## config.mk

```make
export PLATFORM = sky130hd
export DESIGN_NAME = operand_collector_flat
export DESIGN_NICKNAME = d
export VERILOG_FILES = /design/src/rtl/gpgpu_pkg.sv /design/src/rtl/operand_collector_if.sv /design/src/rtl/operand_collector_rr_arbiter.sv /design/src/rtl/operand_collector.sv /design/src/flat_wrapper.sv
export SDC_FILE = /design/constraint.sdc
export NUM_CORES = 1
export LEC_CHECK = 0
export ABC_AREA = 0
export CAP_MARGIN = 20
export CORE_AREA = 5 5 225 172
export DETAILED_ROUTE_END_ITERATION = 12
export DIE_AREA = 0 0 230 177
export PLACE_DENSITY = 0.71
export SETUP_SLACK_MARGIN = 0.2
export SYNTH_ARGS = -nofsm -noshare
export SYNTH_HDL_FRONTEND = slang
export SYNTH_SLANG_ARGS = --single-unit
```

## constraint.sdc

```tcl
create_clock -name clk -period 4.3 [get_ports clk]
set_input_delay 0.43 -clock clk [delete_from_list [all_inputs] [get_ports clk]]
set_output_delay 0.43 -clock clk [all_outputs]
set_load 0.02 [all_outputs]
```

## src/rtl/gpgpu_pkg.sv

```systemverilog
// Shared GPGPU types: collector geometry, per-unit state and entry layout.
// Reused by the operand collector and the arbiters that follow it.
package gpgpu_pkg;

  localparam int N_OC   = 4;
  localparam int OCID_W = $clog2(N_OC);
  localparam int ROW_W  = 3;
  localparam int WARP_W = 3;
  localparam int DATA_W = 32;

  typedef enum logic [1:0] {
    OC_FREE  = 2'd0,
    OC_WAIT  = 2'd1,
    OC_READY = 2'd2
  } oc_state_t;

  // OC_FREE encodes as zero so an all-zero entry is a free, cleared unit
  typedef struct packed {
    logic [WARP_W-1:0] warp;
    logic [ROW_W-1:0]  row_a;
    logic [ROW_W-1:0]  row_b;
    logic              a_vld;
    logic              b_vld;
    logic [DATA_W-1:0] op_a;
    logic [DATA_W-1:0] op_b;
    oc_state_t         state;
  } oc_entry_t;

endpackage

```

## src/rtl/operand_collector_if.sv

```systemverilog
// Operand collector bus: issue allocation, RF request, bank read return, CDB and dispatch.
// master = surrounding pipeline, slave = the collector.
interface operand_collector_if;
  import gpgpu_pkg::*;

  logic              alloc_valid;
  logic              alloc_ready;
  logic [WARP_W-1:0] alloc_warp;
  logic [ROW_W-1:0]  alloc_rowid_a;
  logic [ROW_W-1:0]  alloc_rowid_b;
  logic              alloc_2op;

  logic              req_en;
  logic              req_2op;
  logic [ROW_W-1:0]  req_rowid_a;
  logic [ROW_W-1:0]  req_rowid_b;
  logic [OCID_W-1:0] req_ocid;

  logic              rd_valid;
  logic [OCID_W-1:0] rd_ocid;
  logic [ROW_W-1:0]  rd_rowid;
  logic [DATA_W-1:0] rd_data;

  logic              cdb_wr;
  logic [ROW_W-1:0]  cdb_rowid;
  logic [DATA_W-1:0] cdb_data;

  logic              disp_valid;
  logic              disp_ready;
  logic [WARP_W-1:0] disp_warp;
  logic [OCID_W-1:0] disp_ocid;
  logic [DATA_W-1:0] disp_op_a;
  logic [DATA_W-1:0] disp_op_b;

  logic              err_stray;

  modport master (
    output alloc_valid, alloc_warp, alloc_rowid_a, alloc_rowid_b, alloc_2op,
    output rd_valid, rd_ocid, rd_rowid, rd_data,
    output cdb_wr, cdb_rowid, cdb_data,
    output disp_ready,
    input  alloc_ready,
    input  req_en, req_2op, req_rowid_a, req_rowid_b, req_ocid,
    input  disp_valid, disp_warp, disp_ocid, disp_op_a, disp_op_b,
    input  err_stray
  );

  modport slave (
    input  alloc_valid, alloc_warp, alloc_rowid_a, alloc_rowid_b, alloc_2op,
    input  rd_valid, rd_ocid, rd_rowid, rd_data,
    input  cdb_wr, cdb_rowid, cdb_data,
    input  disp_ready,
    output alloc_ready,
    output req_en, req_2op, req_rowid_a, req_rowid_b, req_ocid,
    output disp_valid, disp_warp, disp_ocid, disp_op_a, disp_op_b,
    output err_stray
  );

endinterface

```

## src/rtl/operand_collector_rr_arbiter.sv

```systemverilog
// N-way round-robin arbiter, combinational grant starting at rr pointer.
// While a grant is stalled (!ack_i) the selection is frozen and rr does not move.
module oc_rr_arbiter #(
  parameter int N = 4,
  parameter int W = (N > 1) ? $clog2(N) : 1
) (
  input  logic         clk,
  input  logic         rst,
  input  logic [N-1:0] req_i,
  input  logic         ack_i,
  output logic         vld_o,
  output logic [W-1:0] sel_o
);

  logic [W-1:0]   rr_q;
  logic [W-1:0]   held_q;
  logic           hold_q;
  logic [W-1:0]   pick;
  logic [2*N-1:0] dbl;
  logic [N-1:0]   rot;

  function automatic logic [W-1:0] wrap_add(input logic [W-1:0] base, input int off);
    int s;
    s = int'(base) + off;
    if (s >= N) s = s - N;
    return W'(s);
  endfunction

  // rot[i] is the request sitting i positions after the rr pointer
  assign dbl = {req_i, req_i} >> rr_q;
  assign rot = dbl[N-1:0];

  always_comb begin
    pick = rr_q;
    for (int i = N - 1; i >= 0; i--) begin
      if (rot[i]) pick = wrap_add(rr_q, i);
    end
  end

  assign vld_o = |req_i;
  assign sel_o = hold_q ? held_q : pick;

  always_ff @(posedge clk or negedge rst) begin
    if (!rst) begin
      rr_q   <= '0;
      held_q <= '0;
      hold_q <= 1'b0;
    end else if (vld_o) begin
      if (ack_i) begin
        rr_q   <= wrap_add(sel_o, 1);
        hold_q <= 1'b0;
      end else begin
        held_q <= sel_o;
        hold_q <= 1'b1;
      end
    end else begin
      hold_q <= 1'b0;
    end
  end

endmodule

```

## src/rtl/operand_collector.sv

```systemverilog
// Operand collector: N_OC units gather RF read returns and dispatch round-robin; req 1 cycle after accept.
// Dispatch stalls on disp_ready with selection held; OC_BYPASS_EN adds CDB operand capture.
module operand_collector
  import gpgpu_pkg::*;
(
  input logic                clk,
  input logic                rst,
  operand_collector_if.slave oc
);

  oc_entry_t entry_q [N_OC];
  oc_entry_t entry_d [N_OC];

  logic [N_OC-1:0]   free_vec, ready_vec, rd_tgt, hit_a, hit_b, row_match;
  logic [OCID_W-1:0] alloc_idx, disp_sel;
  logic              accept, arb_vld, disp_fire, stray;

  logic              req_en_q, req_2op_q, err_stray_q;
  logic [ROW_W-1:0]  req_rowid_a_q, req_rowid_b_q;
  logic [OCID_W-1:0] req_ocid_q;

`ifdef OC_BYPASS_EN
  logic [N_OC-1:0]   cdb_a, cdb_b;
`else
  logic              unused_cdb;
  assign unused_cdb = ^{oc.cdb_wr, oc.cdb_rowid, oc.cdb_data};
`endif

  for (genvar g = 0; g < N_OC; g++) begin : g_unit
    assign free_vec[g]  = entry_q[g].state == OC_FREE;
    assign ready_vec[g] = entry_q[g].state == OC_READY;
    assign rd_tgt[g]    = oc.rd_valid && (oc.rd_ocid == OCID_W'(g)) && (entry_q[g].state == OC_WAIT);
    assign hit_a[g]     = rd_tgt[g] && (oc.rd_rowid == entry_q[g].row_a) && !entry_q[g].a_vld;
    assign hit_b[g]     = rd_tgt[g] && (oc.rd_rowid == entry_q[g].row_b) && !entry_q[g].b_vld;
`ifdef OC_BYPASS_EN
    assign cdb_a[g] = oc.cdb_wr && (entry_q[g].state == OC_WAIT) &&
                      (oc.cdb_rowid == entry_q[g].row_a) && !entry_q[g].a_vld;
    assign cdb_b[g] = oc.cdb_wr && (entry_q[g].state == OC_WAIT) &&
                      (oc.cdb_rowid == entry_q[g].row_b) && !entry_q[g].b_vld;
    // a return to an operand the CDB already filled is expected, not stray
    assign row_match[g] = rd_tgt[g] &&
                          ((oc.rd_rowid == entry_q[g].row_a) || (oc.rd_rowid == entry_q[g].row_b));
`else
    assign row_match[g] = hit_a[g] || hit_b[g];
`endif
  end

  assign stray = oc.rd_valid && !(|row_match);

  always_comb begin
    alloc_idx = '0;
    for (int i = N_OC - 1; i >= 0; i--) begin
      if (free_vec[i]) alloc_idx = OCID_W'(i);
    end
  end

  assign oc.alloc_ready = |free_vec;
  assign accept         = oc.alloc_valid && (|free_vec);

  oc_rr_arbiter #(.N(N_OC), .W(OCID_W)) u_arb (
    .clk   (clk),
    .rst   (rst),
    .req_i (ready_vec),
    .ack_i (oc.disp_ready),
    .vld_o (arb_vld),
    .sel_o (disp_sel)
  );

  assign disp_fire = arb_vld && oc.disp_ready;

  always_comb begin
    for (int i = 0; i < N_OC; i++) begin
      entry_d[i] = entry_q[i];
      case (entry_q[i].state)
        OC_FREE: begin
          if (accept && (alloc_idx == OCID_W'(i))) begin
            entry_d[i].warp  = oc.alloc_warp;
            entry_d[i].row_a = oc.alloc_rowid_a;
            entry_d[i].row_b = oc.alloc_2op ? oc.alloc_rowid_b : oc.alloc_rowid_a;
            entry_d[i].a_vld = 1'b0;
            entry_d[i].b_vld = !oc.alloc_2op;
            entry_d[i].op_a  = '0;
            entry_d[i].op_b  = '0;
            entry_d[i].state = OC_WAIT;
          end
        end
        OC_WAIT: begin
          if (hit_a[i]) begin
            entry_d[i].a_vld = 1'b1;
            entry_d[i].op_a  = oc.rd_data;
          end
          if (hit_b[i]) begin
            entry_d[i].b_vld = 1'b1;
            entry_d[i].op_b  = oc.rd_data;
          end
`ifdef OC_BYPASS_EN
          if (cdb_a[i]) begin
            entry_d[i].a_vld = 1'b1;
            entry_d[i].op_a  = oc.cdb_data;
          end
          if (cdb_b[i]) begin
            entry_d[i].b_vld = 1'b1;
            entry_d[i].op_b  = oc.cdb_data;
          end
`endif
          if (entry_d[i].a_vld && entry_d[i].b_vld) entry_d[i].state = OC_READY;
        end
        OC_READY: begin
          if (disp_fire && (disp_sel == OCID_W'(i))) entry_d[i] = '0;
        end
        default: entry_d[i] = '0;
      endcase
    end
  end

  always_ff @(posedge clk or negedge rst) begin
    if (!rst) begin
      for (int i = 0; i < N_OC; i++) entry_q[i] <= '0;
      req_en_q      <= 1'b0;
      req_2op_q     <= 1'b0;
      req_rowid_a_q <= '0;
      req_rowid_b_q <= '0;
      req_ocid_q    <= '0;
      err_stray_q   <= 1'b0;
    end else begin
      for (int i = 0; i < N_OC; i++) entry_q[i] <= entry_d[i];
      req_en_q    <= accept;
      err_stray_q <= stray;
      if (accept) begin
        req_2op_q     <= oc.alloc_2op;
        req_rowid_a_q <= oc.alloc_rowid_a;
        req_rowid_b_q <= oc.alloc_2op ? oc.alloc_rowid_b : oc.alloc_rowid_a;
        req_ocid_q    <= alloc_idx;
      end
    end
  end

  assign oc.req_en      = req_en_q;
  assign oc.req_2op     = req_2op_q;
  assign oc.req_rowid_a = req_rowid_a_q;
  assign oc.req_rowid_b = req_rowid_b_q;
  assign oc.req_ocid    = req_ocid_q;
  assign oc.err_stray   = err_stray_q;

  assign oc.disp_valid = arb_vld;
  assign oc.disp_warp  = arb_vld ? entry_q[disp_sel].warp : '0;
  assign oc.disp_ocid  = arb_vld ? disp_sel : '0;
  assign oc.disp_op_a  = arb_vld ? entry_q[disp_sel].op_a : '0;
  assign oc.disp_op_b  = arb_vld ? entry_q[disp_sel].op_b : '0;

endmodule

```

## src/flat_wrapper.sv

```systemverilog
// flat-port wrapper written by rule: the top's interface ports become plain ports
module operand_collector_flat import gpgpu_pkg::*;
  (clk, rst, oc_alloc_valid, oc_alloc_warp, oc_alloc_rowid_a, oc_alloc_rowid_b, oc_alloc_2op, oc_rd_valid, oc_rd_ocid, oc_rd_rowid, oc_rd_data, oc_cdb_wr, oc_cdb_rowid, oc_cdb_data, oc_disp_ready, oc_alloc_ready, oc_req_en, oc_req_2op, oc_req_rowid_a, oc_req_rowid_b, oc_req_ocid, oc_disp_valid, oc_disp_warp, oc_disp_ocid, oc_disp_op_a, oc_disp_op_b, oc_err_stray);
  operand_collector_if oc_i ();
  input logic clk;
  input logic rst;
  input wire logic [$bits(oc_i.alloc_valid)-1:0] oc_alloc_valid;
  input wire logic [$bits(oc_i.alloc_warp)-1:0] oc_alloc_warp;
  input wire logic [$bits(oc_i.alloc_rowid_a)-1:0] oc_alloc_rowid_a;
  input wire logic [$bits(oc_i.alloc_rowid_b)-1:0] oc_alloc_rowid_b;
  input wire logic [$bits(oc_i.alloc_2op)-1:0] oc_alloc_2op;
  input wire logic [$bits(oc_i.rd_valid)-1:0] oc_rd_valid;
  input wire logic [$bits(oc_i.rd_ocid)-1:0] oc_rd_ocid;
  input wire logic [$bits(oc_i.rd_rowid)-1:0] oc_rd_rowid;
  input wire logic [$bits(oc_i.rd_data)-1:0] oc_rd_data;
  input wire logic [$bits(oc_i.cdb_wr)-1:0] oc_cdb_wr;
  input wire logic [$bits(oc_i.cdb_rowid)-1:0] oc_cdb_rowid;
  input wire logic [$bits(oc_i.cdb_data)-1:0] oc_cdb_data;
  input wire logic [$bits(oc_i.disp_ready)-1:0] oc_disp_ready;
  output wire logic [$bits(oc_i.alloc_ready)-1:0] oc_alloc_ready;
  output wire logic [$bits(oc_i.req_en)-1:0] oc_req_en;
  output wire logic [$bits(oc_i.req_2op)-1:0] oc_req_2op;
  output wire logic [$bits(oc_i.req_rowid_a)-1:0] oc_req_rowid_a;
  output wire logic [$bits(oc_i.req_rowid_b)-1:0] oc_req_rowid_b;
  output wire logic [$bits(oc_i.req_ocid)-1:0] oc_req_ocid;
  output wire logic [$bits(oc_i.disp_valid)-1:0] oc_disp_valid;
  output wire logic [$bits(oc_i.disp_warp)-1:0] oc_disp_warp;
  output wire logic [$bits(oc_i.disp_ocid)-1:0] oc_disp_ocid;
  output wire logic [$bits(oc_i.disp_op_a)-1:0] oc_disp_op_a;
  output wire logic [$bits(oc_i.disp_op_b)-1:0] oc_disp_op_b;
  output wire logic [$bits(oc_i.err_stray)-1:0] oc_err_stray;
  assign oc_i.alloc_valid = oc_alloc_valid;
  assign oc_i.alloc_warp = oc_alloc_warp;
  assign oc_i.alloc_rowid_a = oc_alloc_rowid_a;
  assign oc_i.alloc_rowid_b = oc_alloc_rowid_b;
  assign oc_i.alloc_2op = oc_alloc_2op;
  assign oc_i.rd_valid = oc_rd_valid;
  assign oc_i.rd_ocid = oc_rd_ocid;
  assign oc_i.rd_rowid = oc_rd_rowid;
  assign oc_i.rd_data = oc_rd_data;
  assign oc_i.cdb_wr = oc_cdb_wr;
  assign oc_i.cdb_rowid = oc_cdb_rowid;
  assign oc_i.cdb_data = oc_cdb_data;
  assign oc_i.disp_ready = oc_disp_ready;
  assign oc_alloc_ready = oc_i.alloc_ready;
  assign oc_req_en = oc_i.req_en;
  assign oc_req_2op = oc_i.req_2op;
  assign oc_req_rowid_a = oc_i.req_rowid_a;
  assign oc_req_rowid_b = oc_i.req_rowid_b;
  assign oc_req_ocid = oc_i.req_ocid;
  assign oc_disp_valid = oc_i.disp_valid;
  assign oc_disp_warp = oc_i.disp_warp;
  assign oc_disp_ocid = oc_i.disp_ocid;
  assign oc_disp_op_a = oc_i.disp_op_a;
  assign oc_disp_op_b = oc_i.disp_op_b;
  assign oc_err_stray = oc_i.err_stray;
  operand_collector u_core (.clk(clk), .rst(rst), .oc(oc_i));
endmodule
```

== Yosys cells after proc, flatten, opt, wreduce, memory -nomap -nowiden ==
Index checks and enable logic that the tools add are counted.

* Word-level logic and storage cells: 261
* Output and inout bits: 82
* Register bits after elaboration: 324

* Bitwise operators: 6
* Reductions and logical operators: 85
* Mux-type cells: 68
* Add/subtract/negate cells: 9
* Shift operators: 1
* Magnitude comparators: 6
* Equality and inequality tests: 45

{| class="wikitable"
|+ Operators with widths
! kind !! number
|-
| $pmux W68 S3 || 4
|-
| $mux W77 || 10
|-
| $mux W32 || 10
|-
| $bmux W77 S2 || 1
|-
| $pmux W9 S3 || 4
|-
| $reduce_and A3 Y1 || 16
|-
| $logic_and A1 B1 Y1 || 39
|-
| $mux W2 || 19
|-
| $eq A3 B3 Y1 || 8
|-
| $ne A2 B1 Y1 const B || 12
|-
| $eq A2 B2 Y1 const B || 10
|-
| $mux W1 || 18
|-
| $ne A2 B2 Y1 const B || 8
|-
| $ge A3 B3 Y1 const B || 5
|-
| $eq A2 B1 Y1 const B || 7
|-
| $logic_not A2 Y1 || 7
|-
| $reduce_and A2 Y1 || 6
|-
| $reduce_or A4 Y1 || 3
|-
| $logic_not A1 Y1 || 10
|-
| $sub A2 B1 Y2 const B || 5
|-
| $shr A8 B2 Y4 || 1
|-
| $add A2 B1 Y3 const B || 2
|-
| $add A2 B2 Y3 const B || 2
|-
| $mux W3 || 2
|-
| 4 further kinds || 11
|}

== Depth between registers and ports, before layout ==
Gate-level depths: netlist (run 1).

* Depth after elaboration: 13
* Depth in mapped cells: 10
* Mapped depth without buffers: 6

== By module ==
From an unflattened synthesis (run 1), not the netlist that was laid out.

* Cells, all modules: 1150
* Area, all modules: 14660.3 µm²

{| class="wikitable"
|+ By module, submodules not included
! module !! cells an instance !! area each (µm²) !! seq. area each (µm²) !! times used
|-
| operand_collector || 1117 || 14338.8 || 7982.7 || 1
|-
| oc_rr_arbiter || 33 || 321.6 || 125.1 || 1
|}

== Worst setup path before layout (run 1) ==
No wires, ideal clock.

* Path kind: flip-flop to output port
* Start point: register, netlist name u_core.entry_q[77]
* End point: output oc_disp_op_a[10]
* Data required time: 3870 ps
* Cell stages (with the launch flop): 9
* Setup slack: 1784 ps
* Arrival: 2086 ps
* Cell sequence: dfrtp_1 > nand2b_4 > o211ai_1 > nand4_1 > o21ai_4 > buf_6 > buf_4 > mux2i_1 > o22ai_1

* Longest elaborated chain between the ends: 12
* Elaborated cells between the ends (all ways): 13
* Those cells by class: 1 x eq/ne; 1 x shift; 9 x mux; 1 x bitwise; 1 x reduce/logical

{| class="wikitable"
|+ Ends and longest elaborated chain
! what !! line !! text
|-
| $eq A2 B2 Y1 * || operand_collector.sv:31 || <nowiki>assign ready_vec[g] = entry_q[g].state == OC_READY;</nowiki>
|-
| $shr A8 B2 Y4 || operand_collector_rr_arbiter.sv:30 || <nowiki>assign dbl = {req_i, req_i} >> rr_q;</nowiki>
|-
| $mux W2 (4 in series) || operand_collector_rr_arbiter.sv:36 || <nowiki>if (rot[i]) pick = wrap_add(rr_q, i);</nowiki>
|-
| $mux W2 || operand_collector_rr_arbiter.sv:41 || <nowiki>assign sel_o = hold_q ? held_q : pick;</nowiki>
|-
| $not A2 Y3 (not written as such) || operand_collector.sv:148 || <nowiki>assign oc.disp_op_a = arb_vld ? entry_q[disp_sel].op_a : '0;</nowiki>
|-
| $bmux W77 S2 || operand_collector.sv:148 ||
|-
| $mux W77 (2 in series) || -- ||
|-
| $mux W32 * || operand_collector.sv:148 ||
|-
| end, declared || flat_wrapper.sv:29 || <nowiki>output wire logic [$bits(oc_i.disp_op_a)-1:0] oc_disp_op_a;</nowiki>
|}

Mark *: on every way between the ends. The rest lies on a longest branch, timed or not. The select of a mux whose other input is x is not followed.

== Worst setup path after layout (run 1) ==
* Start point: register, netlist name u_core.entry_q[232]
* End point: output oc_disp_op_b[13]

* Longest elaborated chain between the ends: 12
* Elaborated cells between the ends (all ways): 13
* Those cells by class: 1 x eq/ne; 1 x shift; 9 x mux; 1 x bitwise; 1 x reduce/logical

{| class="wikitable"
|+ Ends and longest elaborated chain
! what !! line !! text
|-
| $eq A2 B2 Y1 * || operand_collector.sv:31 ||
|-
| $shr A8 B2 Y4 || operand_collector_rr_arbiter.sv:30 ||
|-
| $mux W2 (4 in series) || operand_collector_rr_arbiter.sv:36 ||
|-
| $mux W2 || operand_collector_rr_arbiter.sv:41 ||
|-
| $not A2 Y3 (not written as such) || operand_collector.sv:149 || <nowiki>assign oc.disp_op_b = arb_vld ? entry_q[disp_sel].op_b : '0;</nowiki>
|-
| $bmux W77 S2 || operand_collector.sv:149 ||
|-
| $mux W77 (2 in series) || -- ||
|-
| $mux W32 * || operand_collector.sv:149 ||
|-
| end, declared || flat_wrapper.sv:30 || <nowiki>output wire logic [$bits(oc_i.disp_op_b)-1:0] oc_disp_op_b;</nowiki>
|}

Marks and branches as above.

==> impl_metrics.py, run 1 <==
metrics = {
    "route": {
        "routed-via-count": 13100,
        "route.detailed.wl_per_inst_um": 22.2,
        "drt_first_iter_violations": 1230,
        "drt_pass_1_iters": 5,
        "detail_route.wirelength_um": 48500,
        "drtAntennaViolNets": 0,
        "viasPerCell": 5.99,
        "drc": 0,
    },
    "power": {
        "power.ir.vdd_worst_v": 0.000405,
        "power-per-cell-area_nw_per_um2": 720,
        "total_leakage_power_nw": 8.14,
    },
    "floorplanning": {
        "rows": 61,
        "io_pins": 170,
        "die_width_um": 230,
        "die_height_um": 177,
        "fp.dieArea_um2": 40700,
        "core_um2": 36500,
        "initial_core_util_pct": 44.1,
    },
    "finish": {
        "sequential_cell_area_um2": 8110,
        "stdcell_count": 2180,
        "num-fill-cells": 3173,
        "syn_to_final_growth_pct": 17.5,
        "drive_gt1_share_pct": 10.8,
        "multi_input_comb_area_um2": 6910,
        "final_net_count": 1769,
    },
    "logic_synthesis": {
        "synthesized_instance_count": 1631,
        "synth.mux.area_fraction_pct": 9.47,
        "share_of_the_synthesized_area_in_compound_gates_ao_oa_aoi_oai_pct": 20.8,
        "synth_top_family_by_area": "compound AO/OA/AOI/OAI gates",
        "synth_common_cells": "324 x sky130_fd_sc_hd__dfrtp_1, 293 x sky130_fd_sc_hd__nand2_1, 149 x sky130_fd_sc_hd__mux2i_1, 143 x sky130_fd_sc_hd__o21ai_0, 103 x sky130_fd_sc_hd__clkbuf_1",
        "synthDominantAreaCellType": "sky130_fd_sc_hd__dfrtp_1",
        "ys_async_sr_fraction_pct": 100,
        "post_synth_and_or_nand_nor_area_fraction_pct": 10.8,
        "yosys_warnings": 0,
        "synth_largest_type_area_fraction_pct": 50.4,
        "synth-adder-area-share_pct": 0,
        "synth_enable_flop_cells": 0,
        "syn_nets": 1719,
        "postSynth.topFlopCell": "sky130_fd_sc_hd__dfrtp_1",
        "syn-mean-instance-area_um2": 9.87,
        "synth.ff_latch_count": 324,
        "post_synth_main_area_contributors": "sky130_fd_sc_hd__dfrtp_1 50%, sky130_fd_sc_hd__mux2i_1 9.3%, sky130_fd_sc_hd__nand2_1 6.8%",
        "synth_cell_type_count": 58,
        "yosys.area_share.xor_xnor_pct": 1.36,
        "netlist_area_um2": 16100,
        "synth.yosys.seq_area_share_pct": 50.4,
        "synthMostInstantiatedCell": "sky130_fd_sc_hd__dfrtp_1",
    },
    "worst_setup_path": {
        "cp_data_arrival_time_ns": 3.46,
        "worst-r2r-setup-slack_ns": 1.23,
        "critical_path_peak_fanout": 28,
        "reg2reg_launch_point": "u_core.entry_q[232]",
        "reg2reg_depth": 9,
        "crit-reg2reg-capture": "u_core.entry_q[140]",
        "timing.critical_path.to_type": "output pin",
        "launching_element_type_of_the_critical_path": "flip-flop",
        "worst_ep_required_time_ns": 3.87,
        "timing_worst_setup_path_type": "flip-flop to output pin",
    },
    "sta": {
        "portion_of_the_clock_cycle_consumed_by_the_worst_path_in_the_final_layout_pct": 90.4,
        "max_slew.worst_pin.slew_ns": 1.12,
        "finalHoldViolations": 2,
        "final.hold.worst_slack_ns": -0.00670,
        "fin_skew_ns": 0.0197,
        "timing.final.setup_violations": 0,
        "clock.fmax_mhz": 257,
        "rsz0062_at_grt": "false",
        "max_slew_margin_pct": 24.6,
        "totalNegativeSetupSlack_ns": 0,
        "finalCriticalPeriod_ns": 3.89,
        "timing_max_transition_violations_final": 0,
    },
    "placed_design": {
        "gp_routability_congestion": 0.808,
        "placed_cells": 2108,
        "place.detailed.hpwl_um": 28100,
        "port_buffers": 133,
    },
    "grt": {
        "antenna_violations_before_repair": 2,
        "grt_first_pass_wirelength_um": 76400,
        "global_route.overflow_total": 0,
        "first_global_vias": 13200,
        "track_usage_pct": 23.4,
        "pin_count_of_the_biggest_net_entering_global_routing": 130,
    },
    "status": {
        "failed_checks": "negative hold slack",
        "result_of_the_run": "finished with violations",
    },
    "clock_network": {
        "tritoncts": "yes",
        "clk_latency_ns": 0.54,
        "tritoncts_num_sinks": 324,
        "clockBufferDepth": 3,
        "numCtsBuffers": 35,
        "htree_levels": 2,
        "clock_tree.root_cell": "sky130_fd_sc_hd__clkbuf_16",
        "cts.hold.buffers_added": 0,
        "path_clk_slew_ns": 0.06,
    },
    "min_path": {
        "hold_path.class": "input port to asynchronous set/reset pin",
    },
    "run": {
        "maxCapViolCount": 0,
    },
}
-- worst max-delay path, cell delays in order, from the launching register on --
cell	delay, ns
sky130_fd_sc_hd__dfrtp_1	0.45
sky130_fd_sc_hd__nand2b_1	0.20
sky130_fd_sc_hd__o211ai_1	0.24
sky130_fd_sc_hd__nand4_1	0.22
sky130_fd_sc_hd__o21ai_4	0.20
sky130_fd_sc_hd__buf_4	0.19
sky130_fd_sc_hd__clkbuf_16	0.25
sky130_fd_sc_hd__mux2i_1	0.11
sky130_fd_sc_hd__o22ai_1	0.32
sky130_fd_sc_hd__clkdlybuf4s50_1	0.70
-- final cells by class --
cell class / count / share of cell area, %
sequential: 324 / 42.9
tap: 472 / 3.12
timing repair buffer: 178 / 9.62
clock inverter: 14 / 0.985
inverter: 80 / 1.59
clock buffer: 48 / 5.26
antenna: 2 / 0.0265
multi-input combinational: 1062 / 36.5
-- cells by family (layout without fill, tap and decap cells) --
family	after synthesis	in the layout
XOR/XNOR	25	25
flip-flops	324	324
AO/OA/AOI/OAI	478	478
buffers and inverters	245	320
other	0	2
multiplexers	152	152
AND/OR/NAND/NOR	407	407
-- what timing repair did --
action | CTS | global route
setup endpoints to repair | 44 | 45
resized for setup | 2 | 4
setup buffers | 0 | 6
cloned | 0 | 2
pin swaps | 0 | 2
hold endpoints to repair | 0 | 0
-- report_power, final --
group | internal, mW | total (mW) | switching, mW | leakage, nW
combinational | 2.30 | 5.53 | 3.24 | 3.34
clock | 1.87 | 3.13 | 1.26 | 0.579
sequential | 4.19 | 4.96 | 0.762 | 4.22
-- flip-flops by register name (all words and copies together), names as in the netlist --
register               flops
u_core.entry_q           308
u_core.oc.err_stray        1
u_core.oc.req_2op          1
u_core.oc.req_en           1
u_core.oc.req_ocid         2
u_core.oc.req_rowid_a      3
u_core.oc.req_rowid_b      3
u_core.u_arb.held_q        2
u_core.u_arb.hold_q        1
u_core.u_arb.rr_q          2
-- cell usage in the layout (no fill, tap or decap), types with 7 or more instances in the layout --
cell and instances:
sky130_fd_sc_hd__clkdlybuf4s50_1 132, sky130_fd_sc_hd__nor2b_1 10, sky130_fd_sc_hd__o21ai_0 143, sky130_fd_sc_hd__mux2i_1 149, sky130_fd_sc_hd__nor2_1 30, sky130_fd_sc_hd__buf_12 8
sky130_fd_sc_hd__a21oi_1 24, sky130_fd_sc_hd__dfrtp_1 323, sky130_fd_sc_hd__buf_4 32, sky130_fd_sc_hd__nor3_1 23, sky130_fd_sc_hd__o21ai_2 50, sky130_fd_sc_hd__o22ai_1 71
sky130_fd_sc_hd__inv_1 80, sky130_fd_sc_hd__o21ai_1 15, sky130_fd_sc_hd__nand2b_1 7, sky130_fd_sc_hd__a22o_1 7, sky130_fd_sc_hd__clkbuf_16 37, sky130_fd_sc_hd__nand2_1 291
sky130_fd_sc_hd__a22oi_1 64, sky130_fd_sc_hd__o41ai_1 10, sky130_fd_sc_hd__clkbuf_8 7, sky130_fd_sc_hd__xnor2_1 19, sky130_fd_sc_hd__a32o_1 64, sky130_fd_sc_hd__nand4_1 8
-- per-layer routing --
metal	global-route usage, %	vias to the layer above	wire length, µm
met3	3.37	76	3210
met1	33.4	6592	21300
met2	37.6	547	22800
met4	6.67	0	1130
met5	0	-	0
li1	-	5848	-
-- how the worst max path moves through the flow --
stage | to | depth (start not counted) | from | slack, ns
after floorplan | oc_disp_op_a[10] | 8 | u_core.entry_q[77] | 1.78
after global placement | oc_disp_op_b[14] | 8 | u_core.entry_q[77] | 0.72
after detailed placement | oc_disp_op_b[5] | 8 | u_core.entry_q[232] | 0.64
after CTS | oc_disp_op_b[26] | 8 | u_core.entry_q[154] | 0.21
after global routing | oc_disp_op_b[13] | 10 | u_core.entry_q[1] | 0.26
final | oc_disp_op_b[13] | 9 | u_core.entry_q[232] | 0.41
-- per-stage QoR --
| stage | util [%] | hold slack [ns] | area [µm²] | power (mW) | setup slack (ns) |
|---|---|---|---|---|---|
| floorplan | - | 0.134 | 16100 | 8.85 | 1.78 |
| global placement | 48.4 | 0.454 | 17600 | 10.1 | 0.719 |
| detailed placement | 48.4 | 0.466 | 17600 | 10.3 | 0.644 |
| CTS | 51.6 | 0.0586 | 18800 | 13.5 | 0.208 |
| global route | 51.9 | 0.110 | 18900 | 14.4 | 0.259 |
| finish | 51.9 | -0.00670 | 18900 | 13.6 | 0.414 |
Power figures use the tool's default switching activity.
==> inputs of run 2 (changes only) <==
- CORE_AREA: 5 5 225 172 -> 5 5 204 157
- DIE_AREA: 0 0 230 177 -> 0 0 209 162
- PLACE_DENSITY: 0.71 -> 0.83
==> impl_metrics.py, run 2 (synthesized netlist as in run 1, its figures left out) <==
metrics = {
    "worst_setup_path": {
        "launching_element_type_of_the_critical_path": "flip-flop",
        "worst_ep_required_time_ns": 3.87,
        "cp_data_arrival_time_ns": 3.57,
        "cp_top_family": "buffers and inverters",
        "critical_path_peak_fanout": 30,
        "worst_stage_delay_on_the_critical_path_ns": 0.69,
        "timing.critical_path.to_type": "output pin",
        "timing_worst_setup_path_type": "flip-flop to output pin",
        "critical_path.n_buffers_inverters": 3,
        "critical-path-slowest-cell": "sky130_fd_sc_hd__clkdlybuf4s50_1",
        "crit_chain": "buf_4 -> nor2b_1 -> nor2_1 -> o22ai_1 -> or2_4 -> nand2_4 -> buf_4 -> o22ai_1 -> clkdlybuf4s50_1",
    },
    "sta": {
        "portion_of_the_clock_cycle_consumed_by_the_worst_path_in_the_final_layout_pct": 93.0,
        "max_slew.worst_pin.slew_ns": 1.04,
        "clock.fmax_mhz": 250,
        "timing.final.setup_violations": 0,
        "finalHoldViolations": 0,
        "timing_max_transition_violations_final": 0,
        "fin_skew_ns": 0.0285,
        "totalNegativeSetupSlack_ns": 0,
        "finalCriticalPeriod_ns": 4.00,
        "rsz0062_at_grt": "true",
        "max_slew_margin_pct": 30.6,
    },
    "finish": {
        "layout.cells.most_common_list": "323 x sky130_fd_sc_hd__dfrtp_1, 291 x sky130_fd_sc_hd__nand2_1, 149 x sky130_fd_sc_hd__mux2i_1",
        "num-fill-cells": 2332,
        "layout.cells.most_common": "sky130_fd_sc_hd__dfrtp_1",
        "finish.instance_area_um2": 18700,
        "top_register": "u_core.entry_q",
        "drive_gt1_share_pct": 10.9,
        "final_net_count": 1768,
        "num_antenna_cells": 0,
        "largest_register_ffs": 308,
        "final_core_utilization_pct": 63.0,
        "syn_to_final_growth_pct": 16.4,
    },
    "clock_network": {
        "numCtsBuffers": 31,
        "tritoncts": "yes",
        "tritoncts_num_sinks": 324,
        "cts.hold.buffers_added": 0,
        "clock_tree.root_cell": "sky130_fd_sc_hd__clkbuf_16",
        "clk_latency_ns": 0.58,
        "htree_levels": 1,
        "path_clk_slew_ns": 0.07,
        "clockBufferDepth": 3,
    },
    "route": {
        "drc": 0,
        "routed-via-count": 13500,
        "drt_first_iter_violations": 1672,
        "route.detailed.wl_per_inst_um": 22.9,
        "drt_pass_1_iters": 6,
        "drtAntennaViolNets": 0,
        "detail_route.wirelength_um": 48200,
        "viasPerCell": 6.42,
    },
    "run": {
        "maxCapViolCount": 0,
    },
    "min_path": {
        "hold_path.class": "input port to asynchronous set/reset pin",
    },
    "power": {
        "post_route_total_power_mw": 13.6,
        "power.ir.vdd_worst_v": 0.000464,
        "total_leakage_power_nw": 8.10,
        "power-per-cell-area_nw_per_um2": 723,
    },
    "placed_design": {
        "dpl-instance-area_um2": 17500,
        "gp_routability_congestion": 0.825,
        "place.detailed.hpwl_um": 28500,
        "port_buffers": 133,
    },
    "floorplanning": {
        "fp.dieArea_um2": 33900,
        "rows": 55,
        "io_pins": 170,
        "die_height_um": 162,
        "core_um2": 29700,
        "initial_core_util_pct": 54.1,
        "die_width_um": 209,
    },
    "grt": {
        "antenna_violations_before_repair": 0,
        "track_usage_pct": 27.2,
        "pin_count_of_the_biggest_net_entering_global_routing": 137,
        "first_global_vias": 13600,
        "global_route.overflow_total": 0,
        "grt_first_pass_wirelength_um": 75200,
    },
    "status": {
        "result_of_the_run": "complete, no violations",
    },
}
[run 2: cell types whose count changed in the layout (fill, tap and decap cells not counted), sizes merged]
cell / before / now
clkbuf: 50 / 43
buf: 44 / 48
bufinv: 4 / 7
diode: 2 / 0
inv: 83 / 81
clkinv: 5 / 4
clkinvlp: 2 / 3
[run 2: routing by layer]
layer | track usage (%) | part of all wire [%] | vias to the layer above
li1 | - | - | 5851
met1 | 37.9 | 41 | 6835
met2 | 43.0 | 47 | 704
met3 | 5.54 | 8.7 | 107
met4 | 9.19 | 3.1 | 0
met5 | 0 | 0 | -
[run 2: cell type report]
type	count	area [µm²]	share of cell area [%]
clock buffer	42	877	4.68
clock inverter	15	265	1.42
inverter	80	300	1.60
multi-input combinational	1062	6910	36.9
sequential	324	8110	43.3
tap	399	499	2.66
timing repair buffer	181	1780	9.47
[run 2: timing repair]
item | 4_1_cts | 5_1_grt
pin swaps | 1 | 1
gates resized for setup | 2 | 5
cloned | 0 | 1
setup buffers | 1 | 1
setup endpoints to repair | 35 | 32
[run 2: final timing paths]
| path | from | end | slack [ns] | depth (start not counted) |
|---|---|---|---|---|
| hold reg to reg | u_core.oc.req_ocid[1] | u_core.oc.req_ocid[1] | 0.47 | 2 |
| setup / recovery | u_core.entry_q[232] | oc_disp_op_b[27] | 0.30 | 9 |
| min in group clk | u_core.oc.req_ocid[1] | u_core.oc.req_ocid[1] | 0.47 | 2 |
| setup reg to reg | u_core.entry_q[0] | u_core.entry_q[19] | 1.40 | 8 |
| hold / removal | rst | u_core.entry_q[289] | 0.007 | 1 |
| max in group asynchronous | rst | u_core.entry_q[165] | 3.27 | 2 |
[run 2: report_power, final]
| group | switching, mW | leakage [nW] | internal, mW |
|---|---|---|---|
| Sequential | 0.817 | 4.22 | 4.19 |
| Combinational | 3.22 | 3.33 | 2.25 |
| Clock | 1.23 | 0.551 | 1.85 |
| Total | 5.27 | 8.10 | 8.29 |
[run 2: worst register-to-register path: cells and delay by family (launching register included)]
kind	cells	cell delay, ns
simple gates	5	1.86
flops	1	0.37
buf+inv	2	0.52
compound gates	1	0.09
[run 2: per-stage QoR]
| stage | instances | hold WS (ns) | setup slack, ns |
|---|---|---|---|
| after global routing | 2103 | 0.0967 | 0.179 |
| after floorplan | 1631 | 0.134 | 1.78 |
| after global placement | 2043 | 0.462 | 0.638 |
| after CTS | 2101 | 0.0351 | 0.230 |
| after detailed placement | 2043 | 0.457 | 0.610 |
| final | 2103 | 0.00676 | 0.302 |
